`config.mk`:
```
export PLATFORM = sky130hd
export DESIGN_NAME = song_sequencer
export DESIGN_NICKNAME = d
export VERILOG_FILES = /design/src/rtl/song_sequencer.sv
export SDC_FILE = /design/constraint.sdc
export NUM_CORES = 1
export LEC_CHECK = 0
export BUFFER_PORTS_ARGS = -buffer_cell sky130_fd_sc_hd__buf_4
export CORE_AREA = 2 2 131 133
export CTS_BUF_LIST = sky130_fd_sc_hd__clkbuf_4
export CTS_CLUSTER_SIZE = 20
export DETAILED_ROUTE_END_ITERATION = 8
export DIE_AREA = 0 0 133 135
export PLACE_DENSITY = 0.42
export SLEW_MARGIN = 25
export SYNTH_ARGS = -nofsm -noshare
export SYNTH_HDL_FRONTEND = slang
export SYNTH_SLANG_ARGS = --single-unit
```
`constraint.sdc`:
```
create_clock -name clk -period 7.2 [get_ports clk]
set_clock_uncertainty 0.05 [all_clocks]
set_input_delay 1.44 -clock clk [delete_from_list [all_inputs] [get_ports clk]]
set_output_delay 1.44 -clock clk [all_outputs]
set_load 0.005 [all_outputs]
```
`src/rtl/song_sequencer.sv`:
```
// rtl/song_sequencer.sv - song ROM note stepper with millisecond note timing and hit window
//
// Purpose: walks the selected song in the Song ROM one note at a time,
// drives the sound engine with each note's octave/note and a gate for the
// note's duration, then holds a silent gap before the next note. Each note
// start is flagged with a one-cycle strobe, and a hit window opens for
// the scoring logic.
//
// Ports:
//   clk, rst                    system clock, asynchronous active-high reset
//   start, pause, abort         control from the mode FSM
//   song_sel, mod               song number and play modifier, latched on start
//   track_len                   note count of the song on song_out
//   rom_octave/note/length      ROM data for the note at rom_addr
//   song_out, rom_addr          ROM address
//   snd_gate, snd_octave/note   sound engine drive
//   note_strobe, window_open    note-start pulse and hit window for scoring
//   busy, finished              activity level and end-of-song pulse

module song_sequencer #(
  parameter int CLK_HZ    = 100_000_000,
  parameter int UNIT_MS   = 125,
  parameter int GAP_MS    = 20,
  parameter int WINDOW_MS = 150,
  parameter int ADDR_W    = 8
) (
  input  logic              clk,
  input  logic              rst,
  input  logic              start,
  input  logic              pause,
  input  logic              abort,
  input  logic [2:0]        song_sel,
  input  logic [1:0]        mod,
  input  logic [ADDR_W-1:0] track_len,
  input  logic [2:0]        rom_octave,
  input  logic [2:0]        rom_note,
  input  logic [3:0]        rom_length,
  output logic [2:0]        song_out,
  output logic [ADDR_W-1:0] rom_addr,
  output logic              snd_gate,
  output logic [2:0]        snd_octave,
  output logic [2:0]        snd_note,
  output logic              note_strobe,
  output logic              window_open,
  output logic              busy,
  output logic              finished
);

  localparam int TICK  = (CLK_HZ / 1000 < 1) ? 1 : CLK_HZ / 1000;
  localparam int PRE_W = (TICK > 1) ? $clog2(TICK) : 1;
  localparam logic [PRE_W-1:0] PRE_LAST = PRE_W'(TICK - 1);
  localparam logic [15:0] UNIT16 = 16'(UNIT_MS);
  localparam logic [15:0] GAP16  = 16'(GAP_MS);
  localparam logic [15:0] WIN16  = 16'(WINDOW_MS);

  typedef enum logic [2:0] {
    S_IDLE,
    S_LOAD,
    S_FETCH,
    S_PLAY,
    S_GAP,
    S_DONE
  } state_t;

  state_t            state, state_n;
  logic [1:0]        mod_q;
  logic [PRE_W-1:0]  pre;
  logic [15:0]       ms_cnt;
  logic [15:0]       dur_ms;
  logic [15:0]       dur_calc;
  logic [15:0]       base;
  logic [15:0]       half;
  logic [3:0]        len_eff;
  logic              strobe_q;
  logic              timing;
  logic              ms_tick;
  logic              last_note;

  // Duration of the note currently on the ROM bus, in ms.
  always_comb begin
    len_eff  = (rom_length == 4'd0) ? 4'd1 : rom_length;
    base     = {12'd0, len_eff} * UNIT16;
    half     = base >> 1;
    dur_calc = base;
    case (mod_q)
      2'd2:    dur_calc = base << 1;
      2'd3:    dur_calc = (half == 16'd0) ? 16'd1 : half;
      default: dur_calc = base;
    endcase
  end

  assign timing    = (state == S_PLAY) || (state == S_GAP);
  assign ms_tick   = timing && !pause && (pre == PRE_LAST);
  assign last_note = (rom_addr == track_len - ADDR_W'(1));

  // State register
  always_ff @(posedge clk or posedge rst) begin
    if (rst) begin
      state <= S_IDLE;
    end else begin
      state <= state_n;
    end
  end

  // Next-state logic; abort overrides every other transition.
  always_comb begin
    state_n = state;
    case (state)
      S_IDLE:  if (start) state_n = S_LOAD;
      S_LOAD:  state_n = (track_len == '0) ? S_DONE : S_FETCH;
      S_FETCH: state_n = S_PLAY;
      S_PLAY:  if (ms_tick && ms_cnt == dur_ms - 16'd1) state_n = S_GAP;
      S_GAP:   if (ms_tick && ms_cnt == GAP16 - 16'd1) state_n = last_note ? S_DONE : S_FETCH;
      S_DONE:  state_n = S_IDLE;
      default: state_n = S_IDLE;
    endcase
    if (abort) state_n = S_IDLE;
  end

  // Timing counters and latched song/note data.
  always_ff @(posedge clk or posedge rst) begin
    if (rst) begin
      pre        <= '0;
      ms_cnt     <= '0;
      dur_ms     <= '0;
      mod_q      <= '0;
      song_out   <= '0;
      rom_addr   <= '0;
      snd_octave <= '0;
      snd_note   <= '0;
      strobe_q   <= 1'b0;
    end else begin
      strobe_q <= 1'b0;
      // Clearing on every state change means each PLAY/GAP starts from zero;
      // holding while paused preserves the exact ms position.
      if (state_n != state) begin
        pre    <= '0;
        ms_cnt <= '0;
      end else if (timing && !pause) begin
        if (pre == PRE_LAST) begin
          pre    <= '0;
          ms_cnt <= ms_cnt + 16'd1;
        end else begin
          pre <= pre + PRE_W'(1);
        end
      end
      case (state)
        S_IDLE: begin
          if (start && !abort) begin
            song_out <= song_sel;
            mod_q    <= mod;
            rom_addr <= '0;
          end
        end
        S_FETCH: begin
          if (state_n == S_PLAY) begin
            snd_octave <= rom_octave;
            snd_note   <= rom_note;
            dur_ms     <= dur_calc;
            strobe_q   <= 1'b1;
          end
        end
        S_GAP: begin
          if (state_n == S_FETCH) rom_addr <= rom_addr + ADDR_W'(1);
        end
        default: ;
      endcase
    end
  end

  // Outputs; abort silences gate, window and strobe in its own cycle.
  always_comb begin
    busy        = (state != S_IDLE);
    finished    = (state == S_DONE);
    snd_gate    = (state == S_PLAY) && (snd_note != 3'd0) && !pause && !abort;
    window_open = (state == S_PLAY) && (ms_cnt < WIN16) && !abort;
    note_strobe = (state == S_PLAY) && strobe_q && !abort;
  end

endmodule

```
==> results.ini, run 1 <==
[floorplanning]
io_pins=50
die_width_um=133
std_cell_rows=47
coreArea_um2=16400
die_area_um2=18000
start_util_pct=29.8
die_height_um=135

[setup_path]
crit_arrival_ns=4.85
cp_cell_sequence=buf_4, inv_1, ha_1, nand2_1, nand2b_1, inv_1, fa_1, inv_1, ha_1, a21o_1, a21oi_1, o21bai_1, a21oi_1, o21ai_0, a21oi_1, xor2_1, a21oi_1, a31o_2
max_stage_delay_ns=0.55
path_buf_inv=4
endpoint_kind=flop
worstPathMaxFanout=6
slowest_stage=fa_1
critPathKind=input port to flop
cpMostUsedCell=a21oi_1
cp_top_family=compound AO/OA/AOI/OAI gates
cp-start-kind=input port
worst_ep_required_time_ns=7.49

[sta]
rsz0062_at_grt=no
fmax_mhz=219
max-slew-margin-rel_pct=51.5
hold_viol=0
slew_viol_final=0
final.min_clock_period_ns=4.56
tns_ns=0
setup_viol=0
fin_ws_ns=2.64
worstMarginPinSlew_ns=0.709
fin_crit_sh_pct=63.3

[synth]
syn_inst=570
synth_flop_cell=dfrtp_1
synth.cell_area_um2=4880
synthesis.nets=625
yosysTopAreaCell=dfrtp_1
postSynth.asyncResetShare_pct=100
netlist_top_cells_count=dfrtp_1, nand2_1, nor2_1
synth.most_common_cell=dfrtp_1
synthTopCellsByArea=dfrtp_1, xor2_1, ha_1
synthDominantCellAreaShare_pct=34.9
ys_types=65
syn_avg_cell_area_um2=8.57
ys_warn_count=0
ys_ff_latch=68
ys_seq_area_share_pct=34.9
synth-edff-count=0

[layout]
fin_nets=660
syn2layout_area_growth_pct=13.7
drive_gt1_share_pct=14.4
seqCellArea_um2=1700
fillers=1714
multi_input_area_um2=2920

[clock_tree]
cts_root_buf=clkbuf_4
cts_resized=0
clkTransAtPathRegs_ns=0.11
cts_hold_buf=0
clkSinkCount=68
htreeDepth=3
tritoncts.num_buffers=9
cts.path.max_buffers=2
cts_setup_buffers=0
cts_tree=yes
clk_latency_ns=0.46

[place]
place_congestion=0.815
place_ws_ns=2.15
port-buffer-count=49
hpwlAfterDp_um=8950

[run]
cap_violations=0

[pwr]
peakVddDrop_uv=101
p_per_area_nw_per_um2=224
leakage_nw=2.39

[global_route]
grt_pass1_wl_um=20800
grt_max_degree=69
track_usage_pct=14.5
grt-ovfl-total=0
grt_antenna_before_repair=1
grt_pass1_vias=3999

[route]
vias_per_cell=4.99
drt_first_pass_iters=4
drt_iter0_drc=287
ant_nets=0
avgRoutedWirePerCell_um=14.9
drc_errors=0
finalWirelength_um=12400
via_count=4144

[outcome]
status=finished, final reports clean

[worst_hold_path]
hold_path_class=flop to flop

kinds of logic after synthesis:
family                     count (synthesis)  share of synthesized area (%)
xor gates and xnor gates                  54                           9.69
DFF                                       68                           34.9
buffers and inverters                     55                           5.31
AOI/OAI and AO/OA                        107                           13.7
adders and majority gates                 27                           8.00
muxes                                      9                           1.97
and+or+nand+nor                          250                           26.5
worst paths after layout:
check                         startpoint             to  slack (ns)  cells after the start
max in group asynchronous            rst     dur_ms[10]        5.55                      3
min in group asynchronous            rst    song_out[1]        1.10                      3
setup / recovery           rom_length[2]      dur_ms[9]        2.64                     18
hold / removal             snd_octave[0]  snd_octave[0]        0.44                      2
hold reg to reg            snd_octave[0]  snd_octave[0]        0.44                      2
setup reg to reg               dur_ms[5]         pre[9]        3.51                     10
per-layer routing:
| layer | vias up | global-route usage, % | wire (um) |
|---|---|---|---|
| met3 | 17 | 2.78 | 482 |
| met2 | 73 | 22.3 | 5470 |
| li1 | 2085 | - | - |
| met4 | 0 | 6.09 | 248 |
| met1 | 1969 | 19.9 | 6150 |
| met5 | - | 0 | 0 |
report_power, final:
group          internal [mW]  switching [mW]
clock                  0.136           0.151
sequential             0.435          0.0861
combinational          0.200           0.236
total                  0.770           0.473
worst min-delay path, stage by stage (launching register included):
cell     delay, ns
dfrtp_1       0.36
nand2_1       0.05
nand2_1       0.05
registers in the layout (all words and copies together), names as in the netlist:
name        count
snd_octave      3
ms_cnt         16
pre            17
dur_ms         12
snd_note        3
strobe_q        1
song_out        3
mod_q           2
state           3
rom_addr        8
placed cells by master (no fill, tap or decap), drive strengths merged, types with 5 or more instances in the layout:
master / count
a31oi: 6
dfrtp: 68
o21ai: 33
and4: 7
and3: 8
nand4: 17
nand2: 64
nor3: 15
xnor2: 23
clkbuf: 9
buf: 54
a21o: 5
inv: 25
nand2b: 5
nand3: 22
ha: 20
a21oi: 30
fa: 7
mux2: 5
nor2: 63
xor2: 31
o31ai: 6
or3: 6
or4: 6
nor4: 7
per-stage QoR:
stage	area (um2)	total power, mW	hold WS, ns	utilization [%]	instances
after floorplan	4880	0.834	0.420	-	570
after global placement	5400	0.962	0.412	32.9	814
after detailed placement	5400	0.967	0.414	32.9	814
after CTS	5550	1.26	0.443	33.8	829
after global routing	5550	1.35	0.481	33.8	830
final	5550	1.24	0.441	33.8	830
area by class of cell:
class	instances	share of cell area [%]
repair buffers	54	7.37
diodes	1	0.0451
inverters	25	1.69
flip-flops and latches	68	30.7
well taps	220	4.96
multi-input cells	447	52.6
clock inverters	6	1.44
clock buffers	9	1.22
No activity file was read; power rests on OpenSTA's default activity.
==> inputs of run 2 (changes only) <==
PLACE_DENSITY = 0.43   (was 0.42)
clock period = 4.1 ns   (was 7.2 ns; I/O delays follow)
==> results.ini, run 2 (same netlist as run 1, synthesis figures left out) <==
[place]
place_ws_ns=-0.0714  ; was 2.15 ns
port-buffer-count=49  ; unchanged
hpwlAfterDp_um=9170  ; was 8950 um
place_congestion=0.830  ; was 0.815
placed_cell_area_um2=5510  ; was 5400 um2

[setup_path]
crit_arrival_ns=4.00  ; was 4.85 ns
worstPathMaxFanout=3  ; was 6
critPathKind=input port to flop  ; unchanged
endpoint_kind=flop  ; unchanged
cp-start-kind=input port  ; unchanged
worst_ep_required_time_ns=4.38  ; was 7.49 ns

[route]
via_count=4178  ; was 4144
drc_errors=0  ; unchanged
drt_first_pass_iters=4  ; unchanged
ant_nets=0  ; unchanged
drt_iter0_drc=195  ; was 287
finalWirelength_um=12300  ; was 12400 um
avgRoutedWirePerCell_um=14.5  ; was 14.9 um
vias_per_cell=4.94  ; was 4.99

[layout]
largest_reg_flops=17  ; unchanged
fin_nets=675  ; was 660
mostFrequentLayoutCells=buf_4, dfrtp_1, nand2_1, nor2_1, o21ai_0  ; was dfrtp_1, nand2_1, nor2_1, buf_4, o21ai_0
design_area_um2=5650  ; was 5550 um2
syn2layout_area_growth_pct=15.8  ; was 13.7%
top_regs=pre x17, ms_cnt x16, dur_ms x12  ; unchanged
regMostFlops=pre  ; unchanged
finish.utilization_pct=34.5  ; was 33.8%
drive_gt1_share_pct=16.8  ; was 14.4%
mostFrequentLayoutCell=buf_4  ; was dfrtp_1
fillers=1741  ; was 1714

[global_route]
use_met1_pct=20.2  ; was 19.9%
grt_pass1_vias=4074  ; was 3999
grt-ovfl-total=0  ; unchanged
track_usage_pct=14.3  ; was 14.5%
grt_max_degree=36  ; was 69
busiest_layer=met2  ; unchanged
grt_antenna_before_repair=1  ; unchanged
grt_use_met3_pct=2.89  ; was 2.78%
grt_pass1_wl_um=20700  ; was 20800 um
grt_util_met2_pct=22.2  ; was 22.3%

[pwr]
p_per_area_nw_per_um2=384  ; was 224 nW/um2
leakage_nw=2.45  ; was 2.39 nW
finalPower_mw=2.17  ; was 1.24 mW
peakVddDrop_uv=119  ; was 101 uV

[clock_tree]
clkTransAtPathRegs_ns=0.13  ; was 0.11 ns
cts.path.max_buffers=2  ; unchanged
cts_hold_buf=0  ; unchanged
cts_root_buf=clkbuf_4  ; unchanged
cts_tree=yes  ; unchanged
tritoncts.num_buffers=9  ; unchanged
htreeDepth=3  ; unchanged
clk_latency_ns=0.45  ; was 0.46 ns
cts_resized=0  ; unchanged
clkSinkCount=68  ; unchanged
cts_setup_buffers=0  ; unchanged

[sta]
hold_viol=0  ; unchanged
fin_ws_ns=0.382  ; was 2.64 ns
setup_viol=0  ; unchanged
worstMarginPinSlew_ns=0.692  ; was 0.709 ns
max-slew-margin-rel_pct=52.7  ; was 51.5%
rsz0062_at_grt=no  ; unchanged
final.min_clock_period_ns=3.72
fin_crit_sh_pct=90.7
timing.hold.ws_ns=0.422  ; was 0.441 ns
slew_viol_final=0  ; unchanged
fmax_mhz=269

[floorplanning]
std_cell_rows=47  ; unchanged
io_pins=50  ; unchanged
die_area_um2=18000  ; unchanged
die_height_um=135  ; unchanged
die_width_um=133  ; unchanged
coreArea_um2=16400  ; unchanged
start_util_pct=29.8  ; unchanged

[run]
cap_violations=0  ; unchanged

[worst_hold_path]
hold_path_class=input port to asynchronous set/reset pin  ; was flop to flop

[outcome]
status=finished, final reports clean  ; unchanged

==> run 2: cell type report <==
cell class | count | area (um2) | area share, %
multi-input cells | 447 | 2920 | 51.7
flip-flops and latches | 68 | 1700 | 30.1
repair buffers | 69 | 518 | 9.16
well taps | 220 | 275 | 4.87
inverters | 25 | 93.8 | 1.66
clock buffers | 10 | 75.1 | 1.33
clock inverters | 6 | 65.1 | 1.15
diodes | 1 | 2.50 | 0.0443
==> run 2: report_power, final <==
part / total [mW] / switching, mW / internal, mW
registers: 0.911 / 0.147 / 0.763
clock network: 0.467 / 0.276 / 0.191
logic: 0.793 / 0.418 / 0.375
==> run 2: path summary, 6_finish.rpt <==
| kind | startpoint | end | slack, ns | cells past startpoint |
|---|---|---|---|---|
| max in group asynchronous | rst | ms_cnt[9] | 3.22 | 3 |
| max | rom_length[2] | dur_ms[10] | 0.38 | 21 |
| min reg2reg | snd_octave[1] | snd_octave[1] | 0.44 | 2 |
| min in group clk | snd_octave[1] | snd_octave[1] | 0.44 | 2 |
| min | rst | rom_addr[5] | 0.42 | 3 |
| max reg2reg | dur_ms[0] | pre[9] | 0.44 | 11 |
==> run 2: stage by stage <==
| stage | TNS, ns | std cells |
|---|---|---|
| after floorplan | 0 | 570 |
| after global placement | 0 | 829 |
| after detailed placement | -0.141 | 829 |
| after CTS | 0 | 845 |
| after global routing | 0 | 846 |
| final | 0 | 846 |
==> run 2: critical path, stage by stage <==
cell and delay [ns]:
buf_4 0.08, inv_1 0.04, ha_1 0.19, nand2_1 0.07, nor2_1 0.04, nor2_1 0.08
ha_1 0.15, inv_1 0.05, fa_1 0.55, inv_1 0.06, ha_1 0.29, a21o_1 0.15
a21oi_1 0.19, o21bai_1 0.10, a21oi_1 0.18, o21ai_0 0.10, a21oi_1 0.19, xor2_1 0.26
buf_4 0.16, o211ai_1 0.08, o21a_1 0.13
==> run 2: routing by layer <==
metal  wire length [um]  share of wire, %
met1               6140                50
met2               5480                45
met3                541               4.4
met4                125               1.0
met5                  0                 0
==> inputs of run 3 (changes only) <==
==> constraint.sdc (replaced) <==
create_clock -name clk -period 4.1 [get_ports clk]
set_clock_uncertainty 0.05 [all_clocks]
set_input_delay 0.205 -clock clk [delete_from_list [all_inputs] [get_ports clk]]
set_output_delay 0.205 -clock clk [all_outputs]
set_load 0.005 [all_outputs]
==> results.ini, run 3 (same netlist as run 1, synthesis figures left out) <==
[route]
avgRoutedWirePerCell_um=14.6  ; was 14.5 um
vias_per_cell=5.03  ; was 4.94
drt_first_pass_iters=4  ; unchanged
ant_nets=0  ; unchanged
finalWirelength_um=12300  ; about the same
via_count=4250  ; was 4178
drt_iter0_drc=227  ; was 195
drc_errors=0  ; unchanged

[clock_tree]
htreeDepth=3  ; unchanged
tritoncts.num_buffers=9  ; unchanged
clkSinkCount=68  ; unchanged
cts_root_buf=clkbuf_4  ; unchanged
clkTransAtPathRegs_ns=0.12  ; was 0.13 ns
cts.path.max_buffers=2  ; unchanged
clk_latency_ns=0.45  ; about the same
cts_resized=0  ; unchanged
cts_tree=yes  ; unchanged

[setup_path]
cp-start-kind=flop  ; was input port
crit_arrival_ns=4.01  ; was 4.00 ns
endpoint_kind=flop  ; unchanged
critPathKind=flop to flop  ; was input port to flop
worstPathMaxFanout=12  ; was 3
r2r_slack_ns=0.40  ; was 0.44 ns
worst_ep_required_time_ns=4.41  ; was 4.38 ns

[layout]
top_regs=pre x17, ms_cnt x16, dur_ms x12  ; unchanged
drive_gt1_share_pct=14.6  ; was 16.8%
fin_nets=675  ; unchanged
seqCellArea_um2=1700  ; unchanged
regMostFlops=pre  ; unchanged
antenna_cells=0  ; was 1
syn2layout_area_growth_pct=16.2  ; was 15.8%
mostFrequentLayoutCell=dfrtp_1  ; was buf_4
multi_input_area_um2=2920  ; unchanged
mostFrequentLayoutCells=dfrtp_1, nand2_1, nor2_1, buf_4, o21ai_0  ; was buf_4, dfrtp_1, nand2_1, nor2_1, o21ai_0
largest_reg_flops=17  ; unchanged
fillers=1729  ; was 1741

[place]
hpwlAfterDp_um=9120  ; was 9170 um
port-buffer-count=49  ; unchanged
place_congestion=0.847  ; was 0.830

[global_route]
grt_antenna_before_repair=0  ; was 1
grt_max_degree=37  ; was 36
grt_pass1_wl_um=21000  ; was 20700 um
grt-ovfl-total=0  ; unchanged
track_usage_pct=14.6  ; was 14.3%
grt_pass1_vias=4115  ; was 4074

[sta]
tns_ns=0  ; unchanged
final.min_clock_period_ns=3.70  ; was 3.72 ns
fin_crit_sh_pct=90.2  ; was 90.7%
rsz0062_at_grt=no  ; unchanged
max-slew-margin-rel_pct=48.4  ; was 52.7%
setup_viol=0  ; unchanged
hold_viol=0  ; unchanged
fmax_mhz=270  ; was 269 MHz
worstMarginPinSlew_ns=0.773  ; was 0.692 ns
slew_viol_final=0  ; unchanged

[floorplanning]
std_cell_rows=47  ; unchanged
die_width_um=133  ; unchanged
die_height_um=135  ; unchanged
start_util_pct=29.8  ; unchanged
die_area_um2=18000  ; unchanged
io_pins=50  ; unchanged
coreArea_um2=16400  ; unchanged

[worst_hold_path]
hold_path_class=input port to flop  ; was input port to asynchronous set/reset pin

[pwr]
finalPower_mw=2.11  ; was 2.17 mW
leakage_nw=2.45  ; about the same
peakVddDrop_uv=129  ; was 119 uV
p_per_area_nw_per_um2=373  ; was 384 nW/um2

[run]
cap_violations=0  ; unchanged

[outcome]
status=finished, final reports clean  ; unchanged

run 3: changes by cell type in the layout (fill, tap and decap cells not counted), sizes merged:
cell	previous run	this run
dlygate4sd3	0	13
diode	1	0
clkinvlp	3	1
buf	69	56
clkinv	2	4
run 3: layer usage:
metal  share of wire [%]  up-vias  global-route usage (%)  routed length (um)
met1                  49     2036                    19.4                6050
met5                   0        -                       0                   0
met4                 2.1        0                    5.38                 255
li1                    -     2118                       -                   -
met2                  46       74                    23.4                5610
met3                 3.3       22                    3.12                 403
run 3: metrics by stage:
step	hold WS, ns	instances	setup slack (ns)	util, %	cell area, um2
after floorplan	0.218	570	0.813	-	4880
after global placement	0.350	816	0.446	33.0	5410
after detailed placement	0.354	816	0.256	33.0	5410
after CTS	0.0670	845	0.453	34.6	5670
after global routing	0.141	845	0.170	34.6	5670
final	0.115	845	0.401	34.6	5670
run 3: path summary, 6_finish.rpt:
check	cells past startpoint	startpoint	endpoint
max in group asynchronous	4	rst	ms_cnt[7]
min in group asynchronous	3	rst	song_out[1]
worst max-delay path	11	dur_ms[0]	pre[13]
worst min register to register	2	snd_octave[2]	snd_octave[2]
worst min-delay path	3	rom_length[1]	dur_ms[0]
worst max register to register	11	dur_ms[0]	pre[13]
run 3: timing repair:
action                                  CTS  global route
endpoints found under the hold margin    49             0
setup buffers                             0             0
hold buffers                             13             0
endpoints found under the setup margin    0             0
run 3: power breakdown:
part / switching [mW] / internal [mW] / leakage (nW)
Combinational: 0.406 / 0.360 / 1.47
Clock: 0.250 / 0.186 / 0.0712
Sequential: 0.149 / 0.763 / 0.912
run 3: final cells by class:
type,instances,area share [%]
multi-input combinational,447,51.5
sequential,68,30.0
timing repair buffer,69,9.70
tap,220,4.85
inverter,25,1.65
clock buffer,10,1.32
clock inverter,6,0.970
run 3: critical path, cell delays in order (launching register included):
cell      delay (ns)
dfrtp_1         0.45
inv_1           0.08
ha_1            0.20
or4b_1          0.63
or4_1           0.56
o311ai_0        0.09
or2_2           0.16
and4_2          0.20
a31oi_1         0.11
o21a_1          0.35
or4b_1          0.52
a21oi_1         0.22
